[src/rtl/pipe_stage_skid.sv]
// Elastic pipeline stage register with a two-entry skid buffer (main + skid).
// in_ready comes straight from a flop, so there is no combinational out_ready -> in_ready path.
module pipe_stage_skid #(
    parameter int DATA_W     = 128,
    parameter int CTRL_W     = 10,
    parameter int CLEAR_DATA = 0
) (
    input  logic              clk,
    input  logic              reset,
    input  logic              flush,
    input  logic              in_valid,
    output logic              in_ready,
    input  logic [CTRL_W-1:0] in_ctrl,
    input  logic [DATA_W-1:0] in_data,
    output logic              out_valid,
    input  logic              out_ready,
    output logic [CTRL_W-1:0] out_ctrl,
    output logic [DATA_W-1:0] out_data,
    output logic [1:0]        occupancy
);

    // State encoding doubles as the occupancy count.
    localparam logic [1:0] EMPTY = 2'd0;
    localparam logic [1:0] ONE   = 2'd1;
    localparam logic [1:0] FULL  = 2'd2;

    logic [1:0]        state;
    logic              ready_q;
    logic [CTRL_W-1:0] main_ctrl;
    logic [DATA_W-1:0] main_data;
    logic [CTRL_W-1:0] skid_ctrl;
    logic [DATA_W-1:0] skid_data;
    logic              main_valid;
    logic              in_fire;
    logic              out_fire;

    assign main_valid = (state != EMPTY);
    assign in_fire    = in_valid & ready_q;
    assign out_fire   = main_valid & out_ready;

    always_ff @(posedge clk or posedge reset) begin
        if (reset) begin
            state     <= EMPTY;
            ready_q   <= 1'b1;
            main_ctrl <= '0;
            main_data <= '0;
            skid_ctrl <= '0;
            skid_data <= '0;
        end else if (flush) begin
            // Squash everything held and any same-cycle input beat.
            state     <= EMPTY;
            ready_q   <= 1'b1;
            main_ctrl <= '0;
            skid_ctrl <= '0;
            if (CLEAR_DATA != 0) begin
                main_data <= '0;
                skid_data <= '0;
            end
        end else begin
            case (state)
                EMPTY: begin
                    if (in_fire) begin
                        main_ctrl <= in_ctrl;
                        main_data <= in_data;
                        state     <= ONE;
                    end
                end
                ONE: begin
                    if (in_fire && out_fire) begin
                        main_ctrl <= in_ctrl;
                        main_data <= in_data;
                    end else if (in_fire) begin
                        skid_ctrl <= in_ctrl;
                        skid_data <= in_data;
                        ready_q   <= 1'b0;
                        state     <= FULL;
                    end else if (out_fire) begin
                        main_ctrl <= '0;
                        if (CLEAR_DATA != 0) begin
                            main_data <= '0;
                        end
                        state <= EMPTY;
                    end
                end
                FULL: begin
                    if (out_fire) begin
                        main_ctrl <= skid_ctrl;
                        main_data <= skid_data;
                        skid_ctrl <= '0;
                        if (CLEAR_DATA != 0) begin
                            skid_data <= '0;
                        end
                        ready_q <= 1'b1;
                        state   <= ONE;
                    end
                end
                default: begin
                    state   <= EMPTY;
                    ready_q <= 1'b1;
                end
            endcase
        end
    end

    assign in_ready  = ready_q;
    assign out_valid = main_valid;
    assign out_ctrl  = main_valid ? main_ctrl : '0;
    assign out_data  = main_data;
    assign occupancy = state;

endmodule

[config.mk]
export PLATFORM = sky130hd
export DESIGN_NAME = pipe_stage_skid
export DESIGN_NICKNAME = d
export VERILOG_FILES = /design/src/rtl/pipe_stage_skid.sv
export SDC_FILE = /design/constraint.sdc
export NUM_CORES = 1
export LEC_CHECK = 0
export CORE_MARGIN = 2
export CORE_UTILIZATION = 50
export CTS_BUF_LIST = sky130_fd_sc_hd__clkbuf_4 sky130_fd_sc_hd__clkbuf_8
export DETAILED_ROUTE_END_ITERATION = 10
export GPL_ROUTABILITY_DRIVEN = 0
export PLACE_DENSITY_LB_ADDON = 0.3
export SLEW_MARGIN = 40
export SYNTH_ARGS = -nofsm -noshare
export SYNTH_HDL_FRONTEND = slang
export SYNTH_SLANG_ARGS = --single-unit
[constraint.sdc]
create_clock -name clk -period 13.88 [get_ports clk]
set_input_delay 1.388 -clock clk [delete_from_list [all_inputs] [get_ports clk]]
set_output_delay 1.388 -clock clk [all_outputs]
set_load 0.02 [all_outputs]
==> flow_summary.ini, run 1 <==
[run_status]
status = finished clean

[synthesis]
ys_types = 38
netlist.area_leader.share_pct = 56.5
synth_xor_area_share_pct = 0
synth-edff-count = 0
synth_seq_area_share_pct = 56.7
ys.warnings.count = 0
async_flop_share_pct = 100
synth.most_common_cell = dfrtp_1
synth-seq-cells = 279
synthAdderAreaFrac_pct = 0.508
syn_avg_cell_area_sq_um = 12.8
synth-compound-area-share_pct = 15.0
muxShareOfSynthArea_pct = 22.1
synth_top_cell_by_area = dfrtp_1
netlist_top_cells_area = dfrtp_1, mux2i_1, mux2_1
synth_cells = 961
ys.flop_type = dfrtp_1
synth_top_family_by_area = multiplexers
syn_area_sq_mm = 0.0123
synth_fp_nets = 1109
synthSimpleGateAreaFrac_pct = 1.50
synth_common_cells = dfrtp_1, a21oi_1, a31oi_1, mux2i_1, mux2_1

[worst_setup_path]
crit_path_max_incr_delay_ps = 630
timing.reg2reg.setup_slack_ps = 10550
endpoint_kind = output port
slowest_stage = clkdlybuf4s50_1
crit_path_max_fanout = 14
r2r_cells = 8
path_cells = inv_1 > ha_1 > nor2b_1 > clkdlybuf4s50_1
cp-start-kind = flip-flop
r2r_end = out_data[28]
r2r-start = occupancy[0]
critPathRequiredTime_ps = 12490
arrival_ps = 2450
criticalPathCategory = reg2out

[clock_network]
cts_setup_buffers = 0
post_cts_resized = 0
clk_pin_slew_ps = 60
cts_tree = yes
cts_root_buf = clkbuf_8
numCtsBuffers = 47
cts_sinks = 279
clock_latency_ps = 550
htreeDepth = 2
cts_hold_repair.buffers = 0
clockBufferDepth = 3

[layout]
num-fill-cells = 1829
final_cell_count_no_fill = 1578
area_growth_pct = 32.5
final_core_util_pct = 67.2
nets = 1367
fin_area_sq_mm = 0.0163
drive_gt1_share_pct = 10.1

[global_routing]
overflow = 0
grt_pass1_vias = 8889
grt.total_usage_pct = 22.2
grt_max_degree = 138
grt_pass1_wl_um = 46800
antenna_found_initial = 3

[drt]
drtIter0Drc = 467
dr_total_vias = 8805
wire_per_inst_um = 18.2
drtPass1Iterations = 5
wl_um = 28800
drc = 0
postRouteAntennaNets = 0
routed_via_density = 5.58

[floorplan]
dieArea_sq_mm = 0.0259
io_pins = 285
initial_core_util_pct = 50.7
coreArea_sq_mm = 0.0242
fp.dieH_um = 161
die_w_um = 161
placementRows = 57

[sta]
timing.final.crit_share_pct = 27.7
finalSetupViolCount = 0
maxSlewHeadroom_pct = 45.7
hold_slack_ps = 484
period_needed_ps = 3840
max_freq_mhz = 260
tightestPinTransition_ps = 814
hold_violations = 0
skew_ps = 28.7
setup_tns_ps = 0
slew_viol_final = 0
rsz0062_at_grt = false
fin_ws_ps = 10040

[min_path]
hold_path_class = reg2reg
hold_path_end = skid_data[71]
holdPathStages = 1
holdCritStartpoint = skid_data[71]

[power]
seqPwrFrac_pct = 39.4
switchingPower_mw = 1.25
ir_worst_vdd_mv = 0.124
switching_share_pct = 35.1
p_comb_share_pct = 39.0
p_per_area_mw_per_mm2 = 218
p_clk_share_pct = 21.6
p_leak_nw = 6.46
power.internal_mw = 2.30
finalPower_mw = 3.55

[placed_design]
port_buffers = 284
place_ws_ps = 9570
place_inst = 1494
dp_hpwl_um = 18000
dpl_cell_area_sq_mm = 0.0153

[run]
drv_cap = 0
power by group through the flow:
stage,registers (mW),clock network [mW],logic (mW)
finish,1.40,0.768,1.38
detailed placement,1.40,0,1.39
global route,1.44,0.829,1.49
CTS,1.40,0.787,1.39
global placement,1.39,0,1.35
floorplan,1.59,0,0.611
routing by layer:
metal | routed length, um | vias up | track usage, %
li1 | - | 4124 | -
met1 | 12400 | 4374 | 29.4
met2 | 13600 | 256 | 34.9
met3 | 2070 | 49 | 6.64
met4 | 748 | 2 | 7.91
met5 | 13 | - | 0
kinds of logic after synthesis:
logic type | after synthesis
AO/OA/AOI/OAI | 303
adder cells (fa/ha/maj) | 5
buffers and inverters | 93
flip-flops | 279
multiplexers | 256
AND/OR/NAND/NOR | 25
cells in the final DEF (no fill, tap or decap), types with 2 or more instances in the layout:
cell,synthesis,layout
diode_2,0,2
mux2_1,110,110
a21oi_1,132,131
clkdlybuf4s50_1,0,284
clkbuf_4,0,17
nor2b_1,11,11
dfrtp_1,278,278
ha_1,5,4
buf_12,0,2
mux2_2,18,18
a21o_1,3,3
nand2b_1,3,3
clkinvlp_4,0,3
a31oi_1,129,129
buf_6,1,6
mux2i_1,128,128
nand2_1,2,2
clkinv_2,0,4
buf_4,23,3
bufinv_16,0,2
a22o_1,30,30
inv_1,4,3
clkbuf_8,0,56
buf_16,0,2
registers in the layout (all words and copies together) (netlist names):
| name | flops |
|---|---|
| skid_ctrl | 10 |
| out_data | 128 |
| main_ctrl | 10 |
| occupancy | 2 |
| in_ready | 1 |
| skid_data | 128 |
cell type report:
class	instances	area, sq um	area share, %
flip-flops and latches	279	6980	42.8
multi-input cells	589	4850	29.8
repair buffers	297	3030	18.6
clock buffers	73	898	5.51
well taps	324	405	2.49
clock inverters	9	103	0.629
inverters	5	31.3	0.192
diodes	2	5.00	0.0307
worst max path at each step:
stage / start / to / cells after the start
final: occupancy[0] / out_ctrl[3] / 4
after global routing: occupancy[0] / out_ctrl[8] / 4
after CTS: occupancy[0] / out_ctrl[8] / 4
after detailed placement: in_valid / out_data[116] / 7
after global placement: in_valid / out_data[29] / 7
after floorplan: reset / main_ctrl[0] / 1
worst max-delay path: cells and delay by family (launching register included):
family	cells	cell delay, ps
AND/OR/NAND/NOR	1	250
buffers and inverters	2	770
flip-flops	1	450
adder cells (fa/ha/maj)	1	430
Power figures use the tool's default switching activity.
==> run 2, diff against run 1 <==
clock period = 3.9 ns   (was 13.88 ns; I/O delays follow)
==> flow_summary.ini, run 2 (same netlist as run 1, synthesis figures left out) <==
[worst_setup_path]
crit_path_max_fanout = 52
arrival_ps = 3240
crit_path_max_incr_delay_ps = 550
endpoint_kind = flip-flop
slowest_stage = a22oi_4
worst-path-buf-inv = 2
criticalPathCategory = reg2reg
cp-start-kind = flip-flop
path_cells = inv_1 > ha_1 > nand2b_1 > a22oi_4 > buf_4 > a21oi_1 > a31oi_1
critPathTopFamily = compound AO/OA/AOI/OAI gates
critPathRequiredTime_ps = 4350

[sta]
period_needed_ps = 2800
max_freq_mhz = 357
setup_tns_ps = 0
finalSetupViolCount = 0
timing.final.crit_share_pct = 71.7
hold_violations = 0
slew_viol_final = 0
skew_ps = 22.8
tightestPinTransition_ps = 818
maxSlewHeadroom_pct = 45.1
rsz0062_at_grt = false

[global_routing]
grt.total_usage_pct = 22.0
grt_pass1_vias = 8827
grt_pass1_wl_um = 46400
overflow = 0
grt_max_degree = 116
antenna_found_initial = 2

[clock_network]
numCtsBuffers = 46
cts_tree = yes
post_cts_resized = 0
cts_setup_buffers = 0
cts_sinks = 279
cts_root_buf = clkbuf_8
clock_latency_ps = 540
cts_hold_repair.buffers = 0
htreeDepth = 2
clockBufferDepth = 3
clk_pin_slew_ps = 60

[drt]
routed_via_density = 5.55
postRouteAntennaNets = 0
drtIter0Drc = 629
wire_per_inst_um = 18.2
dr_total_vias = 8778
drtPass1Iterations = 4
wl_um = 28800
drc = 0

[floorplan]
io_pins = 285
initial_core_util_pct = 50.7
fp.dieH_um = 161
die_w_um = 161
placementRows = 57
coreArea_sq_mm = 0.0242
dieArea_sq_mm = 0.0259

[min_path]
hold_path_class = in2async

[run_status]
status = finished clean

[placed_design]
place_inst = 1497
dpl_cell_area_sq_mm = 0.0154
dp_hpwl_um = 18100
port_buffers = 284

[layout]
final_cell_count_no_fill = 1581
drive_gt1_share_pct = 10.3
multi_input_area_sq_mm = 0.00485
nets = 1369
final_common_cell = clkdlybuf4s50_1
num-fill-cells = 1805
area_growth_pct = 33.4
fin_area_sq_mm = 0.0164
ff_latch_area_sq_mm = 0.00698
final_cell_mix = clkdlybuf4s50_1, dfrtp_1, a21oi_1

[power]
p_leak_nw = 6.50
p_per_area_mw_per_mm2 = 774
ir_worst_vdd_mv = 0.473

[run]
drv_cap = 0
[run 2: metal layers]
| metal | track usage [%] | share of wire, % | up-vias | wire, um |
|---|---|---|---|---|
| met5 | 0 | 0 | - | 0 |
| met4 | 7.83 | 2.6 | 0 | 756 |
| met3 | 6.82 | 7.6 | 60 | 2200 |
| met2 | 35.8 | 48 | 236 | 13800 |
| met1 | 27.8 | 42 | 4336 | 12100 |
| li1 | - | - | 4146 | - |
[run 2: worst register-to-register path: stages (launching register included)]
cell and delay, ps:
dfrtp_1 410, inv_1 130, ha_1 420, nand2b_1 300
a22oi_4 550, buf_4 550, a21oi_1 170, a31oi_1 170
[run 2: metrics by stage]
| stage | power (mW) | utilization [%] | setup slack, ps | hold WS [ps] |
|---|---|---|---|---|
| global route | 13.5 | 67.7 | 897 | 344 |
| finish | 12.7 | 67.7 | 1100 | 308 |
| floorplan | 7.83 | - | -183 | 458 |
| CTS | 12.8 | 67.6 | 1110 | 296 |
| detailed placement | 9.96 | 63.4 | 1130 | 475 |
| global placement | 9.78 | 63.3 | 1230 | 466 |
[run 2: path summary, 6_finish.rpt]
| check | slack (ps) | depth (start not counted) | endpoint | from |
|---|---|---|---|---|
| setup / recovery | 1100 | 7 | out_data[73] | occupancy[0] |
| hold / removal | 310 | 2 | out_data[63] | reset |
| setup reg to reg | 1100 | 7 | out_data[73] | occupancy[0] |
| hold reg to reg | 480 | 1 | skid_data[2] | skid_data[2] |
| max in group asynchronous | 2720 | 3 | out_data[0] | reset |
| min in group clk | 470 | 2 | skid_data[19] | in_data[19] |
[run 2: power by group]
part	internal (mW)	leakage [nW]	switching (mW)	total (mW)
clock	1.67	0.548	1.13	2.80
combinational	2.36	2.70	2.60	4.96
sequential	4.25	3.25	0.697	4.95
[run 2: layout make-up]
type	count	share of cell area, %
Inverter	5	0.137
Tap cell	324	2.47
Clock inverter	6	0.503
Sequential cell	279	42.6
Clock buffer	76	5.80
Multi-Input combinational cell	589	29.6
Timing Repair Buffer	300	18.9
Antenna cell	2	0.0305
==> run 3, diff against run 2 <==
CORE_UTILIZATION = 47   (was 50)
clock period = 2.5 ns   (was 3.9 ns; I/O delays follow)
==> flow_summary.ini, run 3 (same netlist as run 1, synthesis figures left out) <==
[drt]
dr_total_vias = 8962
drtPass1Iterations = 5
routed_via_density = 5.50
drtIter0Drc = 535
drc = 0
wire_per_inst_um = 18.4
postRouteAntennaNets = 0
wl_um = 30000

[layout]
n_antenna_cell = 0
nets = 1402
fin_area_sq_mm = 0.0168
drive_gt1_share_pct = 12.9
area_growth_pct = 36.2
final_cell_mix = dfrtp_1, clkdlybuf4s50_1, a21oi_1
final_common_cell = dfrtp_1
final_core_util_pct = 64.7

[global_routing]
grt_pass1_wl_um = 48100
grt_max_degree = 119
overflow = 0
grt.total_usage_pct = 21.2
grt_pass1_vias = 9144
antenna_found_initial = 0

[worst_setup_path]
worst-path-buf-inv = 3
arrival_ps = 2780
endpoint_kind = flip-flop
crit_path_max_fanout = 28
path_cells = inv_1 > ha_1 > nor2b_1 > nor4_4 > buf_12 > buf_4 > mux2_2
slowest_stage = dfrtp_1
critPathRequiredTime_ps = 2920
cp-start-kind = flip-flop
timing.reg2reg.setup_slack_ps = 140
criticalPathCategory = reg2reg
crit_path_max_incr_delay_ps = 420
critPathTopFamily = buffers and inverters

[clock_network]
cts_hold_repair.buffers = 0
clockBufferDepth = 3
cts_root_buf = clkbuf_8
numCtsBuffers = 47
htreeDepth = 2
clk_pin_slew_ps = 60
cts_sinks = 279
cts_tree = yes
clock_latency_ps = 560

[placed_design]
place_ws_ps = 102
dp_hpwl_um = 19600
port_buffers = 284
dpl_cell_area_sq_mm = 0.0157

[sta]
skew_ps = 20.4
fin_ws_ps = 143
finalSetupViolCount = 0
maxSlewHeadroom_pct = 64.7
hold_slack_ps = 67.8
timing.final.crit_share_pct = 94.3
rsz0062_at_grt = false
tightestPinTransition_ps = 529
max_freq_mhz = 424
hold_violations = 0
slew_viol_final = 0
period_needed_ps = 2360

[power]
switching_share_pct = 35.1
p_clk_share_pct = 21.7
p_leak_nw = 6.74
power.internal_mw = 13.1
p_per_area_mw_per_mm2 = 1200
seqPwrFrac_pct = 38.6
ir_worst_vdd_mv = 0.776
finalPower_mw = 20.1
p_comb_share_pct = 39.8
switchingPower_mw = 7.06

[floorplan]
die_w_um = 166
dieArea_sq_mm = 0.0275
initial_core_util_pct = 47.5
io_pins = 285
coreArea_sq_mm = 0.0259
placementRows = 59
fp.dieH_um = 166

[min_path]
hold_path_class = in2async

[run_status]
status = finished clean

[run]
drv_cap = 0
-- run 3: changes by cell type in the layout (fill, tap and decap cells not counted), sizes merged --
| cell | previous run | this run |
|---|---|---|
| buf | 16 | 47 |
| bufinv | 2 | 1 |
| clkbuf | 76 | 82 |
| clkdlybuf4s50 | 284 | 274 |
| clkinvlp | 2 | 4 |
| diode | 2 | 0 |
| dlygate4sd2 | 0 | 10 |
-- run 3: routing by layer --
layer | global-route usage [%] | part of all wire (%) | up-vias
met5 | 0 | 0 | -
met4 | 6.88 | 2.4 | 0
met3 | 6.10 | 6.6 | 51
met2 | 34.1 | 49 | 265
met1 | 27.9 | 42 | 4435
li1 | - | - | 4211
-- run 3: worst paths after layout --
path | depth (start not counted) | end | start
hold reg to reg | 1 | skid_data[103] | skid_data[103]
hold / removal | 2 | out_data[45] | reset
min in group clk | 2 | skid_data[0] | in_data[0]
setup reg to reg | 7 | skid_data[88] | occupancy[0]
setup / recovery | 7 | skid_data[88] | occupancy[0]
max in group asynchronous | 4 | in_ready | reset
-- run 3: stage by stage --
stage          std cells  setup TNS [ps]
2_1_floorplan        961         -401480
3_3_place_gp        1537               0
6_report            1628               0
4_1_cts             1625               0
3_5_place_dp        1537               0
5_1_grt             1628               0
-- run 3: what timing repair did --
item                       CTS  global route
resized for setup           10             3
setup endpoints to repair   10            53
pin swaps                    0             1
buffers inserted             0             2
gates cloned                 0             1
-- run 3: worst register-to-register path: stages, from the launching register on --
cell and delay, ps:
dfrtp_1 420, inv_1 160, ha_1 270, nor2b_1 120, nor4_4 400, buf_12 280, buf_4 230, mux2_2 350
-- run 3: power groups by stage --
| stage | clock (mW) | sequential (mW) | combinational [mW] |
|---|---|---|---|
| 2_1_floorplan | 0 | 8.82 | 3.39 |
| 3_3_place_gp | 0 | 7.70 | 7.82 |
| 3_5_place_dp | 0 | 7.79 | 8.00 |
| 4_1_cts | 4.49 | 7.76 | 8.01 |
| 5_1_grt | 4.68 | 8.02 | 8.59 |
| 6_report | 4.36 | 7.76 | 8.00 |
-- run 3: layout make-up --
type,instances,area (sq um)
fillers,1993,9160
inverters,5,22.5
well taps,335,419
multi-input cells,589,4850
clock inverters,7,67.6
repair buffers,332,3440
flip-flops and latches,279,6980
clock buffers,81,971
